File: src/rtl/logic_unit_pkg.sv
// Shared definitions for the sweepable logic unit: op encodings, sweep states
// and the per-bit logic function used by both datapaths.
package logic_unit_pkg;

  localparam logic [2:0] OP_AND  = 3'd0;
  localparam logic [2:0] OP_OR   = 3'd1;
  localparam logic [2:0] OP_NAND = 3'd2;
  localparam logic [2:0] OP_NOR  = 3'd3;
  localparam logic [2:0] OP_XOR  = 3'd4;
  localparam logic [2:0] OP_XNOR = 3'd5;
  localparam logic [2:0] OP_ANDN = 3'd6;
  localparam logic [2:0] OP_ORN  = 3'd7;

  typedef enum logic [1:0] {
    ST_IDLE  = 2'd0,
    ST_SWEEP = 2'd1,
    ST_DONE  = 2'd2
  } sweep_state_t;

  // Every function is bitwise, so a single-bit kernel covers any width.
  function automatic logic logic_f(input logic [2:0] op, input logic a, input logic b);
    logic r;
    r = 1'b0;
    case (op)
      OP_AND:  r = a & b;
      OP_OR:   r = a | b;
      OP_NAND: r = ~(a & b);
      OP_NOR:  r = ~(a | b);
      OP_XOR:  r = a ^ b;
      OP_XNOR: r = ~(a ^ b);
      OP_ANDN: r = a & ~b;
      OP_ORN:  r = a | ~b;
      default: r = 1'b0;
    endcase
    return r;
  endfunction

endpackage

File: src/rtl/logic_unit_sweep_fn.sv
// Combinational WIDTH-bit logic slice: one logic_f kernel per bit lane.
module logic_fn
  import logic_unit_pkg::*;
#(
  parameter int WIDTH = 4
) (
  input  logic [2:0]       op,
  input  logic [WIDTH-1:0] a,
  input  logic [WIDTH-1:0] b,
  output logic [WIDTH-1:0] y
);

  for (genvar i = 0; i < WIDTH; i++) begin : g_lane
    assign y[i] = logic_f(op, a[i], b[i]);
  end

endmodule

File: src/rtl/logic_unit_sweep.sv
// Registered bitwise logic unit with valid/ready handshake and a self-sweep
// mode that folds a whole truth table into a rotate-XOR signature.
module logic_unit_sweep
  import logic_unit_pkg::*;
#(
  parameter int WIDTH = 4,
  parameter int CNT_W = 2 * WIDTH
) (
  input  logic             clk,
  input  logic             reset,
  input  logic             in_valid,
  output logic             in_ready,
  input  logic [WIDTH-1:0] a,
  input  logic [WIDTH-1:0] b,
  input  logic [2:0]       op,
  output logic             out_valid,
  input  logic             out_ready,
  output logic [WIDTH-1:0] s,
  input  logic             sweep_start,
  input  logic [2:0]       sweep_op,
  output logic             sweep_busy,
  output logic             sweep_done,
  output logic [WIDTH-1:0] signature,
  output logic [CNT_W-1:0] sweep_count
);

  sweep_state_t     state;
  logic [CNT_W-1:0] cnt;
  logic [2:0]       op_q;
  logic [WIDTH-1:0] norm_r, swp_r, sig_rot;
  logic             xfer;

  logic_fn #(.WIDTH(WIDTH)) u_fn_norm (.op(op),   .a(a),                   .b(b),              .y(norm_r));
  logic_fn #(.WIDTH(WIDTH)) u_fn_swp  (.op(op_q), .a(cnt[CNT_W-1:WIDTH]), .b(cnt[WIDTH-1:0]), .y(swp_r));

  if (WIDTH == 1) begin : g_rot1
    assign sig_rot = signature;
  end else begin : g_rotn
    assign sig_rot = {signature[WIDTH-2:0], signature[WIDTH-1]};
  end

  // A sweep request in IDLE blocks the same-cycle operand transfer.
  assign in_ready    = (state == ST_IDLE) & ~sweep_start & (~out_valid | out_ready);
  assign xfer        = in_valid & in_ready;
  assign sweep_count = cnt;

  always_ff @(posedge clk) begin
    if (reset) begin
      s         <= '0;
      out_valid <= 1'b0;
    end else if (xfer) begin
      s         <= norm_r;
      out_valid <= 1'b1;
    end else if (out_ready) begin
      out_valid <= 1'b0;
    end
  end

  always_ff @(posedge clk) begin
    if (reset) begin
      state      <= ST_IDLE;
      cnt        <= '0;
      op_q       <= 3'd0;
      signature  <= '0;
      sweep_busy <= 1'b0;
      sweep_done <= 1'b0;
    end else begin
      case (state)
        ST_IDLE: begin
          if (sweep_start) begin
            state      <= ST_SWEEP;
            cnt        <= '0;
            op_q       <= sweep_op;
            signature  <= '0;
            sweep_busy <= 1'b1;
          end
        end
        ST_SWEEP: begin
          signature <= sig_rot ^ swp_r;
          cnt       <= cnt + 1'b1;
          if (&cnt) begin
            state      <= ST_DONE;
            sweep_busy <= 1'b0;
            sweep_done <= 1'b1;
          end
        end
        ST_DONE: begin
          state      <= ST_IDLE;
          sweep_done <= 1'b0;
        end
        default: begin
          state      <= ST_IDLE;
          sweep_busy <= 1'b0;
          sweep_done <= 1'b0;
        end
      endcase
    end
  end

endmodule

File: config.mk
export PLATFORM = sky130hd
export DESIGN_NAME = logic_unit_sweep
export DESIGN_NICKNAME = d
export VERILOG_FILES = /design/src/rtl/logic_unit_pkg.sv /design/src/rtl/logic_unit_sweep_fn.sv /design/src/rtl/logic_unit_sweep.sv
export SDC_FILE = /design/constraint.sdc
export NUM_CORES = 1
export LEC_CHECK = 0
export ABC_CLOCK_PERIOD_IN_PS = 3000
export CAP_MARGIN = 20
export CORE_ASPECT_RATIO = 1.25
export CORE_MARGIN = 5
export CORE_UTILIZATION = 30
export CTS_BUF_LIST = sky130_fd_sc_hd__clkbuf_4
export DETAILED_ROUTE_END_ITERATION = 8
export DONT_BUFFER_PORTS = 1
export HOLD_SLACK_MARGIN = 0.12
export MAX_ROUTING_LAYER = met4
export SLEW_MARGIN = 25
export SYNTH_ARGS = -nofsm -noshare
export SYNTH_HDL_FRONTEND = slang
export SYNTH_HIERARCHICAL = 1
export SYNTH_SLANG_ARGS = --single-unit
File: constraint.sdc
create_clock -name clk -period 3 [get_ports clk]
set_clock_uncertainty 0.15 [all_clocks]
set_input_delay 0.3 -clock clk [delete_from_list [all_inputs] [get_ports clk]]
set_output_delay 0.3 -clock clk [all_outputs]
set_load 0.01 [all_outputs]
-- Word level (Yosys, flattened, before mapping)
Index checks and enable logic that the tools add are counted.
- ROM bits: 0
- latch bits: 0
- input port bits: 19
- output and inout port bits: 20
- memories: 0
- bits in registers: 24
- memory bits (writable): 0
- logic and storage cells: 141
- add/sub/neg operators: 1
- reduce and logical (&&, ||, !) cells: 11
- magnitude comparators: 0
- shift operators: 0
- div/mod/pow operators: 0
- bitwise operators: 81
- muxes and demuxes: 22
- multiply operators: 0
- equal/unequal tests: 18
- operators with widths (operator ; count):
    $pmux W1 S8 ; 8
    $not A1 Y1 ; 36
    $eq A3 B3 Y1 const B ; 8
    $and A1 B1 Y1 ; 19
    $or A1 B1 Y1 ; 17
    $pmux W8 S2 ; 1
    $eq A3 B2 Y1 const B ; 4
    $add A8 B1 Y8 const B ; 1
    $mux W8 ; 1
    $pmux W4 S2 ; 1
    $reduce_and A2 Y1 ; 4
    $reduce_and A8 Y1 ; 1
    $xor A1 B1 Y1 ; 8
    $eq A3 B1 Y1 const B ; 2
    $logic_not A3 Y1 ; 2
    $mux W1 ; 5
    $mux W2 ; 2
    $mux W4 ; 1
    $ne A2 B2 Y1 const B ; 2
    $pmux W2 S2 ; 1
    $reduce_bool A2 Y1 ; 2
    $xor A4 B4 Y4 ; 1
    $pmux W1 S3 ; 1
    $reduce_and A3 Y1 ; 1
    other kinds (4) ; 4

-- Longest topological paths before layout
- word-level depth: 5
- mapped depth: 9
- depth with buffers taken out: 9

-- By module
The synthesis kept the hierarchy.
- modules (own cells, without submodules) (module ; area an instance (um2) ; sequential area each (um2) ; cells each ; instances):
    logic_unit_sweep ; 1118.6 ; 480.5 ; 122 ; 1
    logic_fn at u_fn_swp ; 599.3 ; 0.0 ; 73 ; 1
    logic_fn at u_fn_norm ; 590.6 ; 0.0 ; 75 ; 1

-- Least setup slack after synthesis
OpenSTA, ideal clock, no wires.
- kind: reg-to-reg
- from: register cnt[0] (netlist: sweep_count[0])
- to: register signature[0]
- path buffers: 0
- setup time: 0.132 ns
- slack: 0.951 ns
- period minus slack after synthesis: 2.049 ns
- data required time: 2.718 ns
- data arrival time: 1.766 ns
- cell stages (with the launch flop): 10
- path through: dfxtp_1 -> inv_1 -> ha_1 -> nor3b_1 -> nor4_2 -> o211ai_1 -> o2bb2ai_1 -> xor2_1 -> nand2_1 -> a21oi_1
- word-level cells in the longest chain between the ends: 5
- elaborated cells on any way between the ends: 12
- classes of those cells: 2 x mux; 10 x bitwise
- ends and longest elaborated chain (item ; RTL line ; source):
    start: declaration ; logic_unit_sweep.sv:28 ; logic [CNT_W-1:0] cnt;
    start signal: assignment ; logic_unit_sweep.sv:80 ; cnt <= cnt + 1'b1;
    $not A1 Y1 (tied with other cells) ; logic_unit_pkg.sv:31, logic_unit_pkg.sv:32 ;
    $or A1 B1 Y1 (tied with other cells) ; logic_unit_pkg.sv:32 ; OP_ORN: r = a | ~b;
    $pmux W1 S8 * ; logic_unit_pkg.sv:24 ; case (op)
    net swp_r[0] ; logic_unit_sweep.sv:30 ; logic [WIDTH-1:0] norm_r, swp_r, sig_rot;
    $xor A4 B4 Y4 * ; logic_unit_sweep.sv:79 ; signature <= sig_rot ^ swp_r;
    $pmux W4 S2 * ; logic_unit_sweep.sv:68 ; case (state)
    end signal: assignment ; logic_unit_sweep.sv:79 ;
    end: declaration ; logic_unit_sweep.sv:23 ; output logic [WIDTH-1:0] signature,
The timed path passes the listed nets; every way through them passes the cells marked *.
A chain may end at the register's enable or synchronous reset.

-- Worst setup path after layout
- from: register op_q[0]
- to: register signature[1]
- word-level cells in the longest chain between the ends: 4
- elaborated cells on any way between the ends: 11
- classes of those cells: 7 x eq/ne; 2 x mux; 1 x bitwise; 1 x reduce/logical
- ends and longest elaborated chain (item ; RTL line ; source):
    start: declaration ; logic_unit_sweep.sv:29 ; logic [2:0] op_q;
    start signal: assignment ; logic_unit_sweep.sv:73 ; op_q <= sweep_op;
    $eq A3 B3 Y1 (tied with other cells) ; logic_unit_pkg.sv:24 ;
    $pmux W1 S8 * ; logic_unit_pkg.sv:24 ;
    net swp_r[1] ; logic_unit_sweep.sv:30 ;
    $xor A4 B4 Y4 * ; logic_unit_sweep.sv:79 ;
    $pmux W4 S2 * ; logic_unit_sweep.sv:68 ;
Marked as above.

==> out/qor.csv <==
stage,metric,value,unit
status,status,finished clean,
synth,synth_top_family_by_area,simple AND/OR/NAND/NOR gates,
synth,yosys_warnings,6,
synth,synthArstFlopShare,0,%
critical_path,arrival,2.43,ns
synth,yosys.cell_count.top_type,ha_1,
sta,finalMaxSlewViolations,0,
synth,yosys.area_share.simple,32.0,%
clocking,numCtsBuffers,3,
clocking,post_cts_buffers,0,
power_and_ir_drop,leakage,0.985,nW
critical_path,crit_fanout,24,
flow_run,drv_cap,0,
global_route,grt_start_max_net_pins,30,
layout,area_growth,5.69,%
synth,synthAdderAreaFrac,17.9,%
route,wirelength,5.11,mm
layout,regArea,480,sq um
power_and_ir_drop,clkPwrFrac,21.7,%
synth,synth_top_area_share,20.8,%
layout,multi_input_area,0.00165,sq mm
power_and_ir_drop,power.total,0.716,mW
synth,synthCells,270,
sta,rsz0062_at_grt,false,
power_and_ir_drop,peakVddDrop,0.000130,V
sta,period_needed,2.32,ns
global_route,grt_first_pass_wirelength,8.58,mm
global_route,grtUsageTotal,11.5,%
synth,muxShareOfSynthArea,4.34,%
clocking,clk_pin_slew,0.14,ns
layout,final_util,32.8,%
clocking,ctsResizeCount,0,
worst_hold_path,hold_class,input pin to flop,
sta,worst_pin_slew,0.709,ns
sta,fin_crit_sh,77.3,%
critical_path,start_kind,flop,
place,place_hpwl,3.79,mm
synth,synthTopCellsByCount,"ha_1 (33), dfxtp_1 (24), inv_1 (18)",
route,drc_errors,0,
sta,setup_violations,0,
power_and_ir_drop,power_density,294,mW/mm^2
global_route,antenna_found_initial,0,
die,start_util,31.0,%
die,placement_rows,35,
global_route,overflow,0,
synth,synth_seq_area_share,20.8,%
sta,max_slew_margin,52.6,%
clocking,cts.path.max_buffers,2,
layout,nFillCells,800,
route,viasPerCell,5.26,
power_and_ir_drop,switching_share,33.3,%
synth,syn-num-nets,322,
layout,drive_gt1_share,9.33,%
critical_path,slowest_delay,0.81,ns
synth,synth_flop_cell,dfxtp_1,
critical_path,path_class,flop to flop,
power_and_ir_drop,seqPwrFrac,52.0,%
route,post_drt_wl_per_cell,14.2,um
critical_path,cp_slowest_cell,dfxtp_1,
synth,synth_cell_types,46,
sta,tns,0,ns
die,die_area,0.00956,sq mm
clocking,ctsHoldBuffers,8,
route,first_iter_violations,87,
global_route,grt_pass1_vias,1845,
synth,avgSynthCellArea,8.55,sq um
route,antenna_left,0,
place,portBuffers,0,
synth,synth_compound_area_share,14.7,%
synth,yosys.area.top_type,dfxtp_1,
critical_path,cp.required,3.11,ns
die,dieWidth,88.5,um
critical_path,crit_path_end_kind,flop,
clocking,root_buffer,clkbuf_4,
synth,synthXorXnorAreaFrac,2.28,%
sta,fmax,431,MHz
place,place.gp.congestion,0.764,
clocking,cts_tree,yes,
synth,syn-cell-area,0.00231,sq mm
critical_path,crit_chain,buf_4 > nor3_1 > nor4_2 > o211ai_1 > o2bb2ai_1 > xor2_1 > nand2_1 > a21oi_1,
layout,final_nets,321,
power_and_ir_drop,intPower,0.478,mW
die,pin_count,39,
clocking,cts_sinks,24,
layout,antennaDiodeCount,0,
clocking,htreeDepth,1,
synth,synth_area_leaders,"dfxtp_1 (21%), ha_1 (18%), mux2i_1 (4.3%), nor2b_1 (3.8%), nor4_2 (3.8%)",
die,die_y,108,um
layout,final_area,0.00244,sq mm
power_and_ir_drop,power_switching,0.238,mW
synth,synth_seq_cells,24,
die,fp.coreArea,0.00744,sq mm
sta,hold_viol,0,
place,dpl_cell_area,0.00234,sq mm
clocking,worstSkewPairLatency,0.32,ns
route,num_vias,1893,
synth,synth_edf_count,0,
power_and_ir_drop,combPwrFrac,26.3,%
route,drt-pass1-iter-count,4,
-- worst max-delay path, delay by kind of cell, from the launching register on --
kind / cells / cell delay, ns
flops: 1 / 0.81
compound gates: 3 / 0.44
xor+xnor: 1 / 0.14
simple gates: 3 / 0.46
buf+inv: 1 / 0.27
-- per-stage QoR --
| stage | std cells | worst slack, ns | hold slack [ns] |
|---|---|---|---|
| after floorplan | 270 | 0.951 | 0.294 |
| after global placement | 348 | 0.795 | 0.221 |
| after detailed placement | 348 | 0.736 | 0.224 |
| after CTS | 360 | 0.696 | 0.142 |
| after global routing | 360 | 0.495 | 0.201 |
| final | 360 | 0.680 | 0.165 |
-- cell families (layout without fill, tap and decap cells) --
group,Yosys count,in the layout
AND/OR/NAND/NOR,112,112
AO/OA/AOI/OAI,49,49
buffers and inverters,36,34
adder cells (fa/ha/maj),33,33
flip-flops,24,24
multiplexers,10,10
XOR/XNOR,6,6
-- final cells by class --
class,count,share of cell area [%]
clock inverter,1,0.154
timing repair buffer,12,4.31
sequential,24,19.7
tap,92,4.72
multi-input combinational,210,67.4
inverter,18,2.77
clock buffer,3,0.923
-- cell usage in the layout (no fill, tap or decap), drive strengths merged, types with 4 or more instances in the layout --
| cell type | count |
|---|---|
| nor3b | 8 |
| nand2 | 16 |
| dfxtp | 24 |
| xor2 | 5 |
| a21oi | 10 |
| ha | 33 |
| nor2b | 14 |
| mux2i | 10 |
| nor4 | 7 |
| o211ai | 10 |
| nor2 | 13 |
| inv | 18 |
| dlygate4sd3 | 7 |
| a211oi | 7 |
| o2bb2ai | 4 |
| nand3 | 9 |
| o21ai | 8 |
| buf | 5 |
| nor3 | 10 |
| nand2b | 14 |
| and4b | 7 |
-- final timing paths --
check                 endpoint   startpoint  slack, ns  cells past startpoint
hold / removal      sweep_busy  sweep_start       0.16                      3
setup / recovery  signature[1]      op_q[0]       0.68                      8
setup reg to reg  signature[1]      op_q[0]       0.68                      8
hold reg to reg           s[3]         s[3]       0.38                      2
-- flip-flops by register name (all words and copies together) (netlist names) --
name,count
out_valid,1
sweep_done,1
op_q,3
sweep_busy,1
s,4
sweep_count,8
signature,4
state,2
-- power groups by stage --
stage / registers (mW) / clock network (mW) / logic (mW)
4_1_cts: 0.374 / 0.167 / 0.190
5_1_grt: 0.377 / 0.175 / 0.214
3_5_place_dp: 0.381 / 0 / 0.173
6_report: 0.373 / 0.155 / 0.188
3_3_place_gp: 0.380 / 0 / 0.170
2_1_floorplan: 0.363 / 0 / 0.175
-- routing by layer --
layer	part of all wire, %	vias up	track usage, %
li1	-	957	-
met1	40	890	12.0
met2	51	36	20.1
met3	5.5	10	2.90
met4	2.8	0	4.97
met5	0	-	-
Power figures use the tool's default switching activity.
